--- config.mk ---
export PLATFORM = sky130hd
export DESIGN_NAME = alu_exec_unit
export DESIGN_NICKNAME = d
export VERILOG_FILES = /design/src/rtl/alu_exec_unit.sv
export SDC_FILE = /design/constraint.sdc
export NUM_CORES = 2
export LEC_CHECK = 0
export CORE_MARGIN = 3
export CORE_UTILIZATION = 55
export CTS_CLUSTER_DIAMETER = 150
export DETAILED_ROUTE_END_ITERATION = 7
export PLACE_DENSITY = 0.73
export SYNTH_ARGS = -nofsm -noshare
export SYNTH_HDL_FRONTEND = slang
export SYNTH_SLANG_ARGS = --single-unit
--- constraint.sdc ---
create_clock -name clk -period 18.35 [get_ports clk]
set_input_delay 3.67 -clock clk [delete_from_list [all_inputs] [get_ports clk]]
set_output_delay 3.67 -clock clk [all_outputs]
set_load 0.01 [all_outputs]
--- src/rtl/alu_exec_unit.sv ---
// RV32I/M execute stage: single-cycle ALU ops in 1 cycle, iterative MUL/DIV in XLEN+2 cycles.
// in_ready drops while an M-op iterates or while an unconsumed result is held with out_ready low.
module alu_exec_unit #(
   parameter int XLEN     = 32,
   parameter bit ENABLE_M = 1'b1
) (
   input  logic              clk,
   input  logic              reset,
   input  logic              in_valid,
   output logic              in_ready,
   input  logic [1:0]        aluop,
   input  logic [6:0]        func7,
   input  logic [2:0]        func3,
   input  logic [XLEN-1:0]   op_a,
   input  logic [XLEN-1:0]   op_b,
   output logic              out_valid,
   input  logic              out_ready,
   output logic [XLEN-1:0]   result,
   output logic              illegal
);
   localparam int SHW = $clog2(XLEN);
   localparam logic [SHW-1:0] CNT_LAST = SHW'(XLEN - 1);

   typedef enum logic [4:0] {
      OP_ADD, OP_SUB, OP_SLL, OP_SLT, OP_SLTU, OP_XOR, OP_SRL, OP_SRA, OP_OR, OP_AND,
      OP_MUL, OP_MULH, OP_MULHSU, OP_MULHU, OP_DIV, OP_DIVU, OP_REM, OP_REMU
   } op_t;

   typedef enum logic [1:0] {S_IDLE, S_BUSY, S_FIN} state_t;

   state_t state, state_n;
   op_t    dec_op, m_op;
   logic   dec_ill, dec_m, accept;
   logic [XLEN-1:0]   alu_res, fin_res, a_q, b_q, md, ua, ub;
   logic [2*XLEN-1:0] acc, acc_n, prod;
   logic [SHW-1:0]    cnt;
   logic a_sgn, b_sgn, as_q, bs_q;

   function automatic op_t base_op(input logic [2:0] f3);
      case (f3)
         3'b000:  return OP_ADD;
         3'b001:  return OP_SLL;
         3'b010:  return OP_SLT;
         3'b011:  return OP_SLTU;
         3'b100:  return OP_XOR;
         3'b101:  return OP_SRL;
         3'b110:  return OP_OR;
         default: return OP_AND;
      endcase
   endfunction

   function automatic op_t mext_op(input logic [2:0] f3);
      case (f3)
         3'b000:  return OP_MUL;
         3'b001:  return OP_MULH;
         3'b010:  return OP_MULHSU;
         3'b011:  return OP_MULHU;
         3'b100:  return OP_DIV;
         3'b101:  return OP_DIVU;
         3'b110:  return OP_REM;
         default: return OP_REMU;
      endcase
   endfunction

   always_comb begin
      dec_op  = OP_ADD;
      dec_ill = 1'b0;
      case (aluop)
         2'b00: dec_op = OP_ADD;
         2'b01: dec_op = OP_SUB;
         2'b10: begin
            if (func7 == 7'b0000000) begin
               dec_op = base_op(func3);
            end else if (func7 == 7'b0100000) begin
               if (func3 == 3'b000)      dec_op = OP_SUB;
               else if (func3 == 3'b101) dec_op = OP_SRA;
               else                      dec_ill = 1'b1;
            end else if (func7 == 7'b0000001 && ENABLE_M) begin
               dec_op = mext_op(func3);
            end else begin
               dec_ill = 1'b1;
            end
         end
         default: begin
            // I-type: func7 only qualifies the shift encodings
            if (func3 == 3'b001) begin
               if (func7 == 7'b0000000) dec_op = OP_SLL;
               else                     dec_ill = 1'b1;
            end else if (func3 == 3'b101) begin
               if (func7 == 7'b0000000)      dec_op = OP_SRL;
               else if (func7 == 7'b0100000) dec_op = OP_SRA;
               else                          dec_ill = 1'b1;
            end else begin
               dec_op = base_op(func3);
            end
         end
      endcase
   end

   assign dec_m    = !dec_ill && (dec_op inside {OP_MUL, OP_MULH, OP_MULHSU, OP_MULHU,
                                                 OP_DIV, OP_DIVU, OP_REM, OP_REMU});
   assign in_ready = (state == S_IDLE) && (!out_valid || out_ready);
   assign accept   = in_valid && in_ready;

   always_comb begin
      alu_res = '0;
      case (dec_op)
         OP_ADD:  alu_res = op_a + op_b;
         OP_SUB:  alu_res = op_a - op_b;
         OP_SLL:  alu_res = op_a << op_b[SHW-1:0];
         OP_SLT:  alu_res = {{(XLEN-1){1'b0}}, $signed(op_a) < $signed(op_b)};
         OP_SLTU: alu_res = {{(XLEN-1){1'b0}}, op_a < op_b};
         OP_XOR:  alu_res = op_a ^ op_b;
         OP_SRL:  alu_res = op_a >> op_b[SHW-1:0];
         OP_SRA:  alu_res = $unsigned($signed(op_a) >>> op_b[SHW-1:0]);
         OP_OR:   alu_res = op_a | op_b;
         OP_AND:  alu_res = op_a & op_b;
         default: alu_res = '0;
      endcase
   end

   // The iterative core works on magnitudes; signs are reapplied in FIN.
   assign a_sgn = op_a[XLEN-1] && (dec_op inside {OP_MULH, OP_MULHSU, OP_DIV, OP_REM});
   assign b_sgn = op_b[XLEN-1] && (dec_op inside {OP_MULH, OP_DIV, OP_REM});
   assign ua    = a_sgn ? -op_a : op_a;
   assign ub    = b_sgn ? -op_b : op_b;

   // acc holds {partial, multiplier} for MUL and {remainder, quotient} for DIV.
   logic [XLEN:0]   mul_sum, div_sh;
   logic [XLEN-1:0] div_rem;
   logic            div_ge, is_div;

   always_comb begin
      is_div  = m_op inside {OP_DIV, OP_DIVU, OP_REM, OP_REMU};
      mul_sum = {1'b0, acc[2*XLEN-1:XLEN]} + (acc[0] ? {1'b0, md} : {(XLEN+1){1'b0}});
      div_sh  = {acc[2*XLEN-1:XLEN], acc[XLEN-1]};
      div_ge  = div_sh >= {1'b0, md};
      div_rem = div_ge ? (div_sh[XLEN-1:0] - md) : div_sh[XLEN-1:0];
      acc_n   = is_div ? {div_rem, acc[XLEN-2:0], div_ge} : {mul_sum, acc[XLEN-1:1]};
   end

   always_comb begin
      prod    = (as_q ^ bs_q) ? -acc : acc;
      fin_res = '0;
      case (m_op)
         OP_MUL:                       fin_res = prod[XLEN-1:0];
         OP_MULH, OP_MULHSU, OP_MULHU: fin_res = prod[2*XLEN-1:XLEN];
         OP_DIV:  fin_res = (b_q == '0) ? '1 :
                            ((as_q ^ bs_q) ? -acc[XLEN-1:0] : acc[XLEN-1:0]);
         OP_DIVU: fin_res = acc[XLEN-1:0];
         OP_REM:  fin_res = (b_q == '0) ? a_q :
                            (as_q ? -acc[2*XLEN-1:XLEN] : acc[2*XLEN-1:XLEN]);
         OP_REMU: fin_res = acc[2*XLEN-1:XLEN];
         default: fin_res = '0;
      endcase
   end

   always_ff @(posedge clk or posedge reset) begin
      if (reset) state <= S_IDLE;
      else       state <= state_n;
   end

   always_comb begin
      state_n = state;
      case (state)
         S_IDLE:  if (accept && dec_m) state_n = S_BUSY;
         S_BUSY:  if (cnt == CNT_LAST) state_n = S_FIN;
         default: state_n = S_IDLE;
      endcase
   end

   always_ff @(posedge clk or posedge reset) begin
      if (reset) begin
         cnt  <= '0;
         acc  <= '0;
         md   <= '0;
         m_op <= OP_ADD;
         a_q  <= '0;
         b_q  <= '0;
         as_q <= 1'b0;
         bs_q <= 1'b0;
      end else if (state == S_IDLE && accept && dec_m) begin
         cnt  <= '0;
         m_op <= dec_op;
         a_q  <= op_a;
         b_q  <= op_b;
         as_q <= a_sgn;
         bs_q <= b_sgn;
         if (dec_op inside {OP_DIV, OP_DIVU, OP_REM, OP_REMU}) begin
            acc <= {{XLEN{1'b0}}, ua};
            md  <= ub;
         end else begin
            acc <= {{XLEN{1'b0}}, ub};
            md  <= ua;
         end
      end else if (state == S_BUSY) begin
         acc <= acc_n;
         cnt <= cnt + SHW'(1);
      end
   end

   always_ff @(posedge clk or posedge reset) begin
      if (reset) begin
         out_valid <= 1'b0;
         result    <= '0;
         illegal   <= 1'b0;
      end else if (state == S_FIN) begin
         out_valid <= 1'b1;
         result    <= fin_res;
         illegal   <= 1'b0;
      end else if (accept && !dec_m) begin
         out_valid <= 1'b1;
         result    <= dec_ill ? '0 : alu_res;
         illegal   <= dec_ill;
      end else if (out_valid && out_ready) begin
         out_valid <= 1'b0;
      end
   end
endmodule
; Yosys cells after proc, flatten, opt, wreduce, memory -nomap -nowiden
; Index checks and enable logic that the tools add are counted.
[op_classes]
n_mux = 54
shift = 3
magnitude_cmp = 3
n_div = 0
addsub = 10
bitwise = 4
n_reduce_logical = 31
n_mul = 0
eq_ne = 40
[op_table]
columns = operator, count
row1 = 32-bit two-way mux, 13
row2 = 32-bit case mux with 10 select lines, 1
row3 = 64-bit two-way mux, 4
row4 = 32-bit case mux with 6 select lines, 1
row5 = 32-bit negation, 4
row6 = "5-bit by 4-bit equality test with 1-bit output, second input constant", 14
row7 = 32-bit < comparator, 2
row8 = 64-bit negation, 1
row9 = 32-bit subtractor, 2
row10 = 5-bit two-way mux, 7
row11 = 5-bit case mux with 7 select lines, 1
row12 = 32-bit by 32-bit adder with 33-bit output, 1
row13 = 33-bit by 32-bit >= comparator with 1-bit output, 1
row14 = 32-bit adder, 1
row15 = 32-bit AND, 1
row16 = 32-bit zero test, 1
row17 = 32-bit bitwise OR, 1
row18 = 32-bit by 5-bit << shifter with 32-bit output, 1
row19 = 32-bit by 5-bit right shift with 32-bit output, 1
row20 = 32-bit by 5-bit >>> shifter with 32-bit output, 1
row21 = 32-bit XOR, 1
row22 = 4-bit case mux with 7 select lines, 1
row23 = "5-bit equality test, second input constant", 5
row24 = "5-bit by 3-bit equality test with 1-bit output, second input constant", 4
row25 = 33 further kinds, 75
[word_totals]
ram_bits = 0
out_inout_bits = 35
wordCells = 157
ff_bits = 208
romBits = 0
n_memories = 0
latchBits = 0
inputBits = 80

; Depth between registers and ports, before layout
[depth]
ltp_word = 13
ltp_mapped = 16
mapped_depth_nobuf = 14

; Worst setup path after synthesis
; Ideal clock, no wire load.
[synth_path]
path_type = input-to-output
startpoint = input out_ready
endpoint = output in_ready
required_ps = 14680
t_arrival_ps = 4045
stages = 2
slack_ps = 10635
path_buffers = 0
path_cell_list = nor2b_1 nor3_1
[synth_between]
elab_chain_len = 2
[synth_lines]
columns = element, line
row1 = start: declaration, 17  ; input logic out_ready,
row2 = 1-bit logical OR, 102  ; assign in_ready = (state == S_IDLE) && (!out_valid || out_ready);
row3 = 1-bit logical AND, 102
row4 = end: declaration, 10  ; output logic in_ready,
; Every way passes these cells.

; Worst setup path after layout
; Same ends and word-level chain as after synthesis.

==> results_dict.tcl <==
set metrics [dict create \
    die_area_mm2 0.05133 \
    tritoncts "done" \
    maxSlewViolCount 10 \
    fin_crit_ns 9.454 \
    grt.overflow.total 0 \
    critPathArrivalTime_ns 5.78 \
    path_max_fanout 3 \
    ant_nets 0 \
    cts_num_sinks 208 \
    layout_setup_ws_ns 8.896 \
    dp_cells 4196 \
    hold_ws_ns 0.4825 \
    ys_async_sr_fraction 1.000 \
    pre_cts_slack_ns 9.130 \
    dp_hpwl_um 105200 \
    vias 32430 \
    rows 80 \
    final_cell_mix "469 x nand2_1, 323 x nor2_1, 313 x a21oi_1" \
    cts_max_level 1 \
    clk_pin_slew_ns 0.06 \
    max_freq_ghz 0.1058 \
    dr.pass1.iters 8 \
    end_kind "output pin" \
    stdcell_count 4255 \
    skew_ns 0.03399 \
    cap_violations 2 \
    hold_violations 0 \
    worst_slew_pin_slew_ns 1.540 \
    clk-insertion-delay-late_ns 0.61 \
    grtUsageMet3 0.2237 \
    synth-edff-count 0 \
    syn_to_final_growth_pct 8.160 \
    grt_use_met2 0.7152 \
    rsz0062_at_grt "false" \
    outcome "finished with violations" \
    hp-start "a_q[23]$_DFFE_PP0P_" \
    antenna_found_initial 13 \
    grt_max_degree 142 \
    power_mw 3.054 \
    wire_per_inst_um 32.90 \
    grtUsageTotal 0.5276 \
    use_met1 0.6539 \
    crit_start "out_ready" \
    drc 29 \
    hp-class "flip-flop to flip-flop" \
    die_h_um 226.6 \
    post_cts_buffers 0 \
    cp-start-kind "input pin" \
    portBuffers 114 \
    core_mm2 0.04795 \
    top_usage_layer "met2" \
    path_class "input pin to output pin" \
    ys_warn_count 0 \
    ys_seq_elements 208 \
    max-clock-path-buffers 3 \
    ioPinCount 115 \
    syn_nets 3948 \
    synth_ff_type "dfrtp_1" \
    drt_iter0_drc 6617 \
    failed_checks "DRC, capacitance limit, slew limit" \
    initial_utilization 0.5581 \
    hold_path_depth 2 \
    p_leak_nw 11.79 \
    grt_pass1_vias 29590 \
    setup_tns_ns 0 \
    clockRootBuffer "clkbuf_16" \
    cts_hold_buf 0 \
    cts_buffers 27 \
    nets 3862 \
    vdd_drop_max_uv 92.88 \
    period_share 0.5152 \
    routabilityCongestion 1.125 \
    routed_via_density 7.622 \
    p_per_area_mw_per_mm2 105.5 \
    regToRegStartpoint "acc[9]$_DFFE_PP0P_" \
    slew-limit-headroom -0.05306 \
    yosysSeqAreaShare 0.1945 \
    die_x_um 226.6 \
    grt_pass1_wl_um 201100 \
    post_synth.cell_area_avg_um2 7.237 \
    wl_um 140000 \
    crit_required_ns 14.68 \
    setup_violations 0 \
    syn-cell-area_mm2 0.02676 \
    drive_above_1_share 0.06993 \
    cts_resized 0 \
    rr_worst_depth 8 \
    syn_inst 3697 \
    final_common_cell "nand2_1" \
    synthDistinctLibCells 103 \
]
-- through the flow --
step	instance area, um2	util
global placement	28030	0.5846
CTS	28910	0.6030
global route	28920	0.6032
detailed placement	28030	0.5846
finish	28940	0.6036
floorplan	26760	-
-- synthesized netlist by cell type (36+ instances only) --
master,n,share of area
a31oi_1,79,0.018
nand2_1,469,0.066
a211oi_1,63,0.018
xor2_1,57,0.019
nor2_1,326,0.046
a21o_1,63,0.018
nand2b_1,36,0.0084
o21ai_0,311,0.058
o211ai_1,54,0.015
dfrtp_1,208,0.19
nand3_1,85,0.016
o221ai_1,59,0.019
mux2i_1,70,0.026
buf_2,46,0.0086
ha_1,167,0.078
xnor2_1,151,0.049
clkbuf_1,222,0.031
a21oi_1,313,0.059
nor3_1,101,0.019
inv_1,156,0.022
-- registers in the layout, summed over array words and instances, names as in the netlist --
name       cells
out_valid      1
state          2
illegal        1
cnt            5
as_q           1
result        32
m_op           5
b_q           32
a_q           32
bs_q           1
md            32
acc           64
-- power by group --
| part | internal [mW] | switching, mW |
|---|---|---|
| Combinational | 0.643 | 1.05 |
| Sequential | 0.551 | 0.251 |
| Clock | 0.298 | 0.258 |
-- worst max-delay path: stages --
cell	delay (ns)
clkdlybuf4s50_1	0.62
nor2b_1	0.13
nor3_1	0.68
clkdlybuf4s50_1	0.69
-- worst paths after layout --
check / endpoint / slack [ns]
worst max-delay path: in_ready / 8.90
worst min-delay path: a_q[23]$_DFFE_PP0P_ / 0.48
worst max register to register: result[16]$_DFFE_PP0P_ / 13.56
worst min register to register: a_q[23]$_DFFE_PP0P_ / 0.48
max in group asynchronous: a_q[16]$_DFFE_PP0P_ / 12.95
min in group asynchronous: acc[53]$_DFFE_PP0P_ / 3.75
-- metal layers --
metal | wire length [um] | vias to the layer above
met4 | 14790 | 6
li1 | - | 13370
met1 | 48630 | 15070
met3 | 23200 | 835
met2 | 53340 | 3153
met5 | 38 | -
-- kinds of logic after synthesis --
group	after synthesis	synth area share
multiplexers	124	0.05733
AO/OA/AOI/OAI	1280	0.3133
XOR/XNOR	209	0.06869
buffers and inverters	463	0.06953
flip-flops	208	0.1945
AND/OR/NAND/NOR	1242	0.2155
adder cells (fa/ha/maj)	171	0.08108
-- layout make-up --
type	count	area, um2
diodes	8	20.02
clock buffers	31	710.7
clock inverters	19	170.2
fillers	4383	19010
inverters	158	600.6
multi-input cells	3026	19780
flip-flops and latches	208	5205
well taps	615	769.5
repair buffers	190	1687
Note: power is estimated with default switching activity, not from simulation.
